--- src/rtl/dm_store_buffer.sv ---
// dm_store_buffer
// ---------------
// Write buffer between the MEM-stage pipeline register and the single-port
// data memory. Word stores from the MEM stage go into a small FIFO. The FIFO
// drains one store per cycle whenever no load is using the DM address port.
// A load is compared against every buffered store. If one matches, it gets
// the youngest matching data, so it sees its own earlier stores even while
// they are still waiting to drain.
//
// Ports
//   clk, clr            clock, synchronous active-high reset
//   st_valid, ld_valid  MEM stage presents a store / load this cycle
//   addr, wd, pc        MEM-stage byte address (bits [1:0] ignored for
//                       matching), store data, instruction PC
//   dm_dr               DM combinational read data
//   stall               store could not be accepted; MEM stage must hold
//   ld_data             load result (forwarded or dm_dr)
//   dm_we, dm_addr,
//   dm_wd, dm_pc        DM write port and the PC tag for the store log
//   count, empty, full  buffer occupancy
//
// Handshake: a store transfers on a cycle where st_valid = 1 and stall = 0.
// stall is combinational and depends on this cycle's ld_valid and on the
// buffer state only. The MEM stage keeps st_valid, addr, wd and pc stable
// while stall = 1. Loads have no handshake: they always complete in the
// cycle they are presented.
//
// While ld_valid is high, it blocks draining, even when st_valid is also
// high. In that cycle the store wins the buffer and the load result is
// ignored upstream. DM gets no write that cycle, because the DM port is
// reserved for the load. This is why the FIFO can fill up under a stream of
// loads.

module dm_store_buffer #(
    parameter int DEPTH = 4,
    parameter int PTR_W = 2
) (
    input  logic             clk,
    input  logic             clr,
    input  logic             st_valid,
    input  logic             ld_valid,
    input  logic [31:0]      addr,
    input  logic [31:0]      wd,
    input  logic [31:0]      pc,
    input  logic [31:0]      dm_dr,
    output logic             stall,
    output logic [31:0]      ld_data,
    output logic             dm_we,
    output logic [31:0]      dm_addr,
    output logic [31:0]      dm_wd,
    output logic [31:0]      dm_pc,
    output logic [PTR_W:0]   count,
    output logic             empty,
    output logic             full
);

    localparam logic [PTR_W:0] DEPTH_C = (PTR_W+1)'(DEPTH);

    logic [29:0]      ent_addr [DEPTH];
    logic [31:0]      ent_wd   [DEPTH];
    logic [31:0]      ent_pc   [DEPTH];
    logic [PTR_W-1:0] head;
    logic [PTR_W-1:0] tail;

    logic             drain_fire;
    logic             accept;
    logic [PTR_W-1:0] fwd_idx;

    assign empty = (count == '0);
    assign full  = (count == DEPTH_C);

    // In the clr cycle nothing drains, so DM never sees a write from an entry
    // that is being discarded.
    assign drain_fire = !clr && !ld_valid && !empty;

    // A drain in the same cycle frees the head slot, so a full buffer can
    // still take a store without a bubble.
    assign accept = !clr && st_valid && (!full || drain_fire);
    assign stall  = st_valid && full && !drain_fire;

    // DM port: a drain when one fires, otherwise the raw MEM address (this
    // covers both loads and idle cycles).
    always_comb begin
        dm_we   = 1'b0;
        dm_addr = addr;
        dm_wd   = '0;
        dm_pc   = '0;
        if (drain_fire) begin
            dm_we   = 1'b1;
            dm_addr = {ent_addr[head], 2'b00};
            dm_wd   = ent_wd[head];
            dm_pc   = ent_pc[head];
        end
    end

    // Walk the entries from oldest to youngest. A later match overrides an
    // earlier one, so the entry nearest the tail wins.
    always_comb begin
        ld_data = dm_dr;
        fwd_idx = head;
        for (int i = 0; i < DEPTH; i++) begin
            fwd_idx = head + PTR_W'(i);
            if (((PTR_W+1)'(i) < count) && (ent_addr[fwd_idx] == addr[31:2])) begin
                ld_data = ent_wd[fwd_idx];
            end
        end
    end

    always_ff @(posedge clk) begin
        if (clr) begin
            head  <= '0;
            tail  <= '0;
            count <= '0;
        end else begin
            if (accept) begin
                tail <= tail + 1'b1;
            end
            if (drain_fire) begin
                head <= head + 1'b1;
            end
            count <= count + {{PTR_W{1'b0}}, accept} - {{PTR_W{1'b0}}, drain_fire};
        end
    end

    // Entry payload needs no reset; count marks which slots are valid.
    always_ff @(posedge clk) begin
        if (accept) begin
            ent_addr[tail] <= addr[31:2];
            ent_wd[tail]   <= wd;
            ent_pc[tail]   <= pc;
        end
    end

endmodule

--- config.mk ---
export PLATFORM = sky130hd
export DESIGN_NAME = dm_store_buffer
export DESIGN_NICKNAME = d
export VERILOG_FILES = /design/src/rtl/dm_store_buffer.sv
export SDC_FILE = /design/constraint.sdc
export NUM_CORES = 1
export LEC_CHECK = 0
export CAP_MARGIN = 20
export CORE_MARGIN = 2
export CORE_UTILIZATION = 45
export DETAILED_ROUTE_END_ITERATION = 10
export GPL_TIMING_DRIVEN = 0
export PLACE_DENSITY_LB_ADDON = 0.12
export SLEW_MARGIN = 0
export SYNTH_ARGS = -nofsm -noshare
export SYNTH_HDL_FRONTEND = slang
export SYNTH_SLANG_ARGS = --single-unit
--- constraint.sdc ---
create_clock -name clk -period 5 [get_ports clk]
set_input_delay 0.75 -clock clk [delete_from_list [all_inputs] [get_ports clk]]
set_output_delay 0.75 -clock clk [all_outputs]
set_load 0.02 [all_outputs]
======== Word level (Yosys, flattened, before mapping) ========
Memory sizes are Yosys's and may differ from the RTL's. A register that Yosys moved wholly into a read port is not among the register bits.
Index checks and enable logic that the tools add are counted.
operators by class
  reductions and logical operators ........ 17
  eq/ne operators ......................... 5
  $lt $le $gt $ge ......................... 4
  multiplexer cells ....................... 16
  $add $sub $neg .......................... 6
operator list
  operator                                                   number
  two-way mux 32 bit                                         7
  == test 30 bit                                             4
  two-way mux 2 bit                                          6
  logical AND 1 bit                                          10
  less-than comparator 1 x 3 -> 1 bit, first input constant  2
  less-than comparator 2 x 3 -> 1 bit, first input constant  2
  logical NOT 1 bit                                          5
  adder 2 x 1 -> 2 bit, second input constant                2
  adder 2 bit, second input constant                         2
  adder 3 x 1 -> 3 bit                                       1
  == test 3 bit, second input constant                       1
  logical NOT 3 bit                                          1
  two-way mux 1 bit                                          3
  subtractor 3 x 1 -> 3 bit                                  1
  logical OR 1 bit                                           1
storage, ports and cells
  logic and storage cells ................. 54
  register bits after elaboration ......... 7
  output and inout port bits .............. 135
  input port bits ......................... 132
  memories kept ........................... 3
  RAM bits ................................ 376
memory list
  name      depth  bits a word  rd ports  clocked after Yosys merged registers in  write ports  RTL line  source
  ent_pc    4      32           1         1                                        1            61        logic [31:0] ent_pc [DEPTH];
  ent_wd    4      32           4         1                                        1            60        logic [31:0] ent_wd [DEPTH];
  ent_addr  4      30           4         1                                        1            59        logic [29:0] ent_addr [DEPTH];

======== Longest topological paths before layout ========
  depth in word-level cells ............... 7
  depth in mapped cells ................... 17
  depth with buffers taken out ............ 11

======== Worst setup path before layout ========
Ideal clock, no wire load.
  path type ............................... input-to-reg
  start point ............................. in clr
  end point ............................... mem ent_addr[0][0], enable pin
  slack ................................... 854 ps
  stages .................................. 5
  required time ........................... 4,537 ps
  path buffers ............................ 1
  arrival ................................. 3,683 ps
  setup time .............................. 463 ps
  path through ............................ clkbuf_1 -> o21ai_0 -> nand2_1 -> nor2_1 -> and2_1
between the ends
  cells in the longest elaborated chain, start to end .. 7
  elaborated cells between the ends (all ways) .. 8
  classes of those cells .................. mux: 2; reduce/logical: 6
RTL lines
  item                                         RTL line  source
  from (decl)                                  39        input logic clr,
  logical NOT 1 bit (*)                        74, 78
  logical AND 1 bit (2 in a row)               74        assign drain_fire = !clr && !ld_valid && !empty;
  logical OR 1 bit                             78        assign accept = !clr && st_valid && (!full || drain_fire);
  logical AND 1 bit (*)                        78
  two-way mux 1 bit (*)                        127       if (accept) begin
  two-way mux 1 bit (implied by the code) (*)  128       ent_addr[tail] <= addr[31:2];
  to (decl)                                    59
Every way passes the cells marked *; elsewhere a longest branch is shown, timed or not.

======== Worst setup path after layout ========
  start point ............................. reg head[0]
  end point ............................... out ld_data[1]
between the ends
  cells in the longest elaborated chain, start to end .. 7
  elaborated cells between the ends (all ways) .. 14
  classes of those cells .................. add/sub: 3; eq/ne: 3; mux: 3; reduce/logical: 3; memory: 2
RTL lines
  item                             RTL line  source
  from (decl)                      62        logic [PTR_W-1:0] head;
  from (signal assigned)           119       head <= head + 1'b1;
  adder 2 x 1 -> 2 bit             102       fwd_idx = head + PTR_W'(i);
  memory (4 x 30 bit)              --
  == test 30 bit                   103       if (((PTR_W+1)'(i) < count) && (ent_addr[fwd_idx] == addr[31:2])) begin
  logical AND 1 bit                103
  two-way mux 32 bit (2 in a row)  103
  two-way mux 32 bit (*)           103
  to (decl)                        47        output logic [31:0] ld_data,
Marked as above.

==> run metrics <==
vias in the first global route=around 16000; Crit Path Max Fanout=10; Sw Ratio=about a third; number of synthesized flops with an enable pin=376; placed insts=2500; GR Overflow Total=0; share of cells above drive strength 1=roughly 28%; Slew HR=27.9%; top cell type by total area after synthesis=edfxtp_1; Setup TNS=-2.42 ns; clock-pin slew on the worst setup and hold paths=about 0.060 ns; DP HPWL=around 50000 µm; Vias/cell=6.22; Finished Layout Cells=between 2000 and 3000; Total GRT Usage=between 20 and 30%; fmax=~200 MHz; routability cong.=around 0.94; status=finished, violations left; Detail Route Antenna Nets=0; Clock H-tree levels=2; nets@finish=slightly above 2000; Leak=0.00951 µW; first-pass GRT wire length=107000 µm; Tmin final=approximately 5.1 ns; DR vias=16333; mean area per synthesized cell=between 10 and 15 µm²; clock skew=between 0.01 and 0.015 ns; Synth top area share=50.3%; Power Density=371 nW/µm²; Critical Path Source Type=flip-flop; crit end category=primary output; Crit Path Class=reg -> out; Filler Cells Inserted=around 3800; clk root buf=clkbuf_16; DR DRC count=0; FF-to-FF End=count[1]$_SDFF_PP0_; Skew-Pair Late Insertion Delay=0.59 ns; largest net degree at the start of global routing=50; main flop type after synthesis=edfxtp_1; worst vdd ir=between 0.2 and 0.3 mV; failing checks=negative setup slack; Critical Path AT=around 4.4 ns; initial core utilization=45.7%; area growth from synthesis to layout=31.1%; clk sinks=approximately 390; max-slew violation count=0; Iter 0 DRT Violations=1604; worst hold path depth=2; routed wire length=74200 µm; TritonCTS Buffers=44; synthesized net count=around 1700; r2r setup slk=approximately 1.4 ns; CORE AREA=49200 µm²; row count=just over 80; Seq/Total Area, Yosys=51.1%; Die Area=~52000 µm²; final hold vios=0; dominant cells by area after synthesis=edfxtp_1 (50%), mux4_2 (16%), mux2i_1 (6.6%); combinational power share=between 30% and 40%; footprint of the multi-input gates=between 10000 and 15000 µm²; initial antenna violation count=9; Post-synth ARST share=0%; # setup viols final=31; Hold EP=tail[1]$_SDFFE_PP0P_; Syn Inst Count=about 1600; R2R depth=10; drt first pass iters=6; Port Buf Inserts=266; worst hold start=tail[1]$_SDFFE_PP0P_; period utilisation layout=102%; switching power of the nets=around 3400 µW; Syn. warnings=0; RSZ-0062 raised after global routing=yes; Slew @ Worst Pin=about 1.1 ns; Hold Crit Class=reg -> reg; CP required=about 4.3 ns; Mapped Area=between 20000 and 25000 µm²; register bit total from synthesis=about 390; Unique masters post-synth=65; Max-Cap Viols=0; worst setup margin=-0.104 ns; die span in x=227 µm; Reg area=roughly 11000 µm²; FF-to-FF Start=count[0]$_SDFF_PP0_; Top Ports=267; CTS tree=built; Clk network pwr share=between 30% and 40%; chip height=between 200 and 250 µm; sequential power share=between 30% and 40%; Int Pwr=between 7000 and 8000 µW; Max clock buf depth=3; routed length per instance=between 20 and 30 µm
-- logic make-up (layout without fill, tap and decap cells) --
group | count (synthesis) | after routing | synth area share, %
adder cells (fa/ha/maj) | 8 | 8 | 0.479
AO/OA/AOI/OAI | 214 | 214 | 7.26
AND/OR/NAND/NOR | 345 | 345 | 7.93
XOR/XNOR | 105 | 105 | 4.09
other | 0 | 7 | 0
flip-flops | 385 | 385 | 51.1
buffers and inverters | 161 | 552 | 4.04
multiplexers | 347 | 347 | 25.1
-- critical path, cell delays in order (launching register included) --
cell	delay (ns)
dfxtp_2	0.32
buf_6	0.11
buf_12	0.12
buf_12	0.11
buf_16	0.14
mux4_2	0.52
xnor2_1	0.28
nand4_1	0.28
a2111oi_4	0.40
nand4_1	0.19
nand3b_4	0.28
buf_12	0.18
buf_12	0.13
o311a_4	0.36
a2bb2oi_4	0.18
buf_6	0.13
-- registers in the layout (all words and copies together) (netlist names), named ones only --
register	count
count	3
tail	2
head	2
ent_addr	120
ent_pc	128
ent_wd	128
-- timing repair --
item,CTS,global route
endpoints found under the setup margin,96,72
setup buffers,31,8
pin swaps,24,41
resized for setup,341,139
gates cloned,2,2
hold buffers,0,0
-- cell usage in the layout (no fill, tap or decap), drive strengths merged, types with 7 or more instances in the layout --
cell and n:
a211oi 34, a21oi 46, a2bb2oi 33, and2 73, buf 139, clkbuf 138
clkdlybuf4s50 234, clkinv 14, dfxtp 9, diode 7, edfxtp 376, ha 7
inv 14, mux2 32, mux2i 148, mux4 167, nand2 92, nand3b 33
nand4 11, nor2 100, nor4 10, o21ai 26, o22ai 10, o311a 32
xnor2 56, xor2 49
-- cell usage after synthesis, drive strengths merged, types with 34 or more instances --
master  count
edfxtp    376
mux4      167
mux2i     148
nor2      100
nand2      92
buf        75
and2       73
clkbuf     71
xnor2      56
xor2       49
a21oi      46
a211oi     34
-- power by group through the flow --
| stage | clock [µW] | combinational (µW) | sequential [µW] |
|---|---|---|---|
| after detailed placement | 0 | 3350 | 3920 |
| after CTS | 3380 | 3580 | 3860 |
| after floorplan | 0 | 2220 | 3910 |
| final | 3330 | 3720 | 3870 |
| after global routing | 3500 | 3920 | 3880 |
| after global placement | 0 | 3320 | 3950 |
-- metal layers --
metal	routed length [µm]	part of all wire [%]	up-vias	GRT usage, %
li1	-	-	6933	-
met2	34500	46	857	44.1
met4	2750	3.7	8	11.4
met3	7140	9.6	169	6.70
met5	57	0.077	-	0
met1	29800	40	8366	38.9
-- area by class of cell --
class / instances / area share (%)
flip-flops and latches: 385 / 39.0
repair buffers: 312 / 11.0
clock buffers: 59 / 4.04
multi-input cells: 1019 / 38.1
clock inverters: 21 / 0.981
well taps: 664 / 2.82
diodes: 7 / 0.0595
plain buffers: 145 / 3.85
inverters: 15 / 0.204
-- stage by stage --
step | power (µW) | hold WS (ns) | utilization (%) | instance area [µm²] | setup WS, ns
after floorplan | 6140 | 0.518 | - | 22500 | 0.854
after global placement | 7270 | 0.545 | 52.8 | 26000 | -1.97
after detailed placement | 7280 | 0.557 | 53.1 | 26100 | -1.17
after CTS | 10800 | 0.568 | 58.2 | 28600 | -0.0603
after global routing | 11300 | 0.601 | 59.9 | 29400 | -0.143
final | 10900 | 0.564 | 59.9 | 29400 | -0.104
-- how the worst max path moves through the flow --
stage                               startpoint                        to  cells past startpoint  slack (ns)
after floorplan                            clr  ent_addr[0][0]$_DFFE_PP_                      5        0.85
after global placement                     clr    ent_wd[1][7]$_DFFE_PP_                      6       -1.97
after detailed placement              addr[19]               ld_data[28]                     11       -1.17
after CTS                 head[0]$_SDFFE_PP0P_               ld_data[13]                     16       -0.06
after global routing      head[0]$_SDFFE_PP0P_               ld_data[19]                     17       -0.14
final                     head[0]$_SDFFE_PP0P_                ld_data[1]                     15       -0.10
No activity file was read; power rests on OpenSTA's default activity.
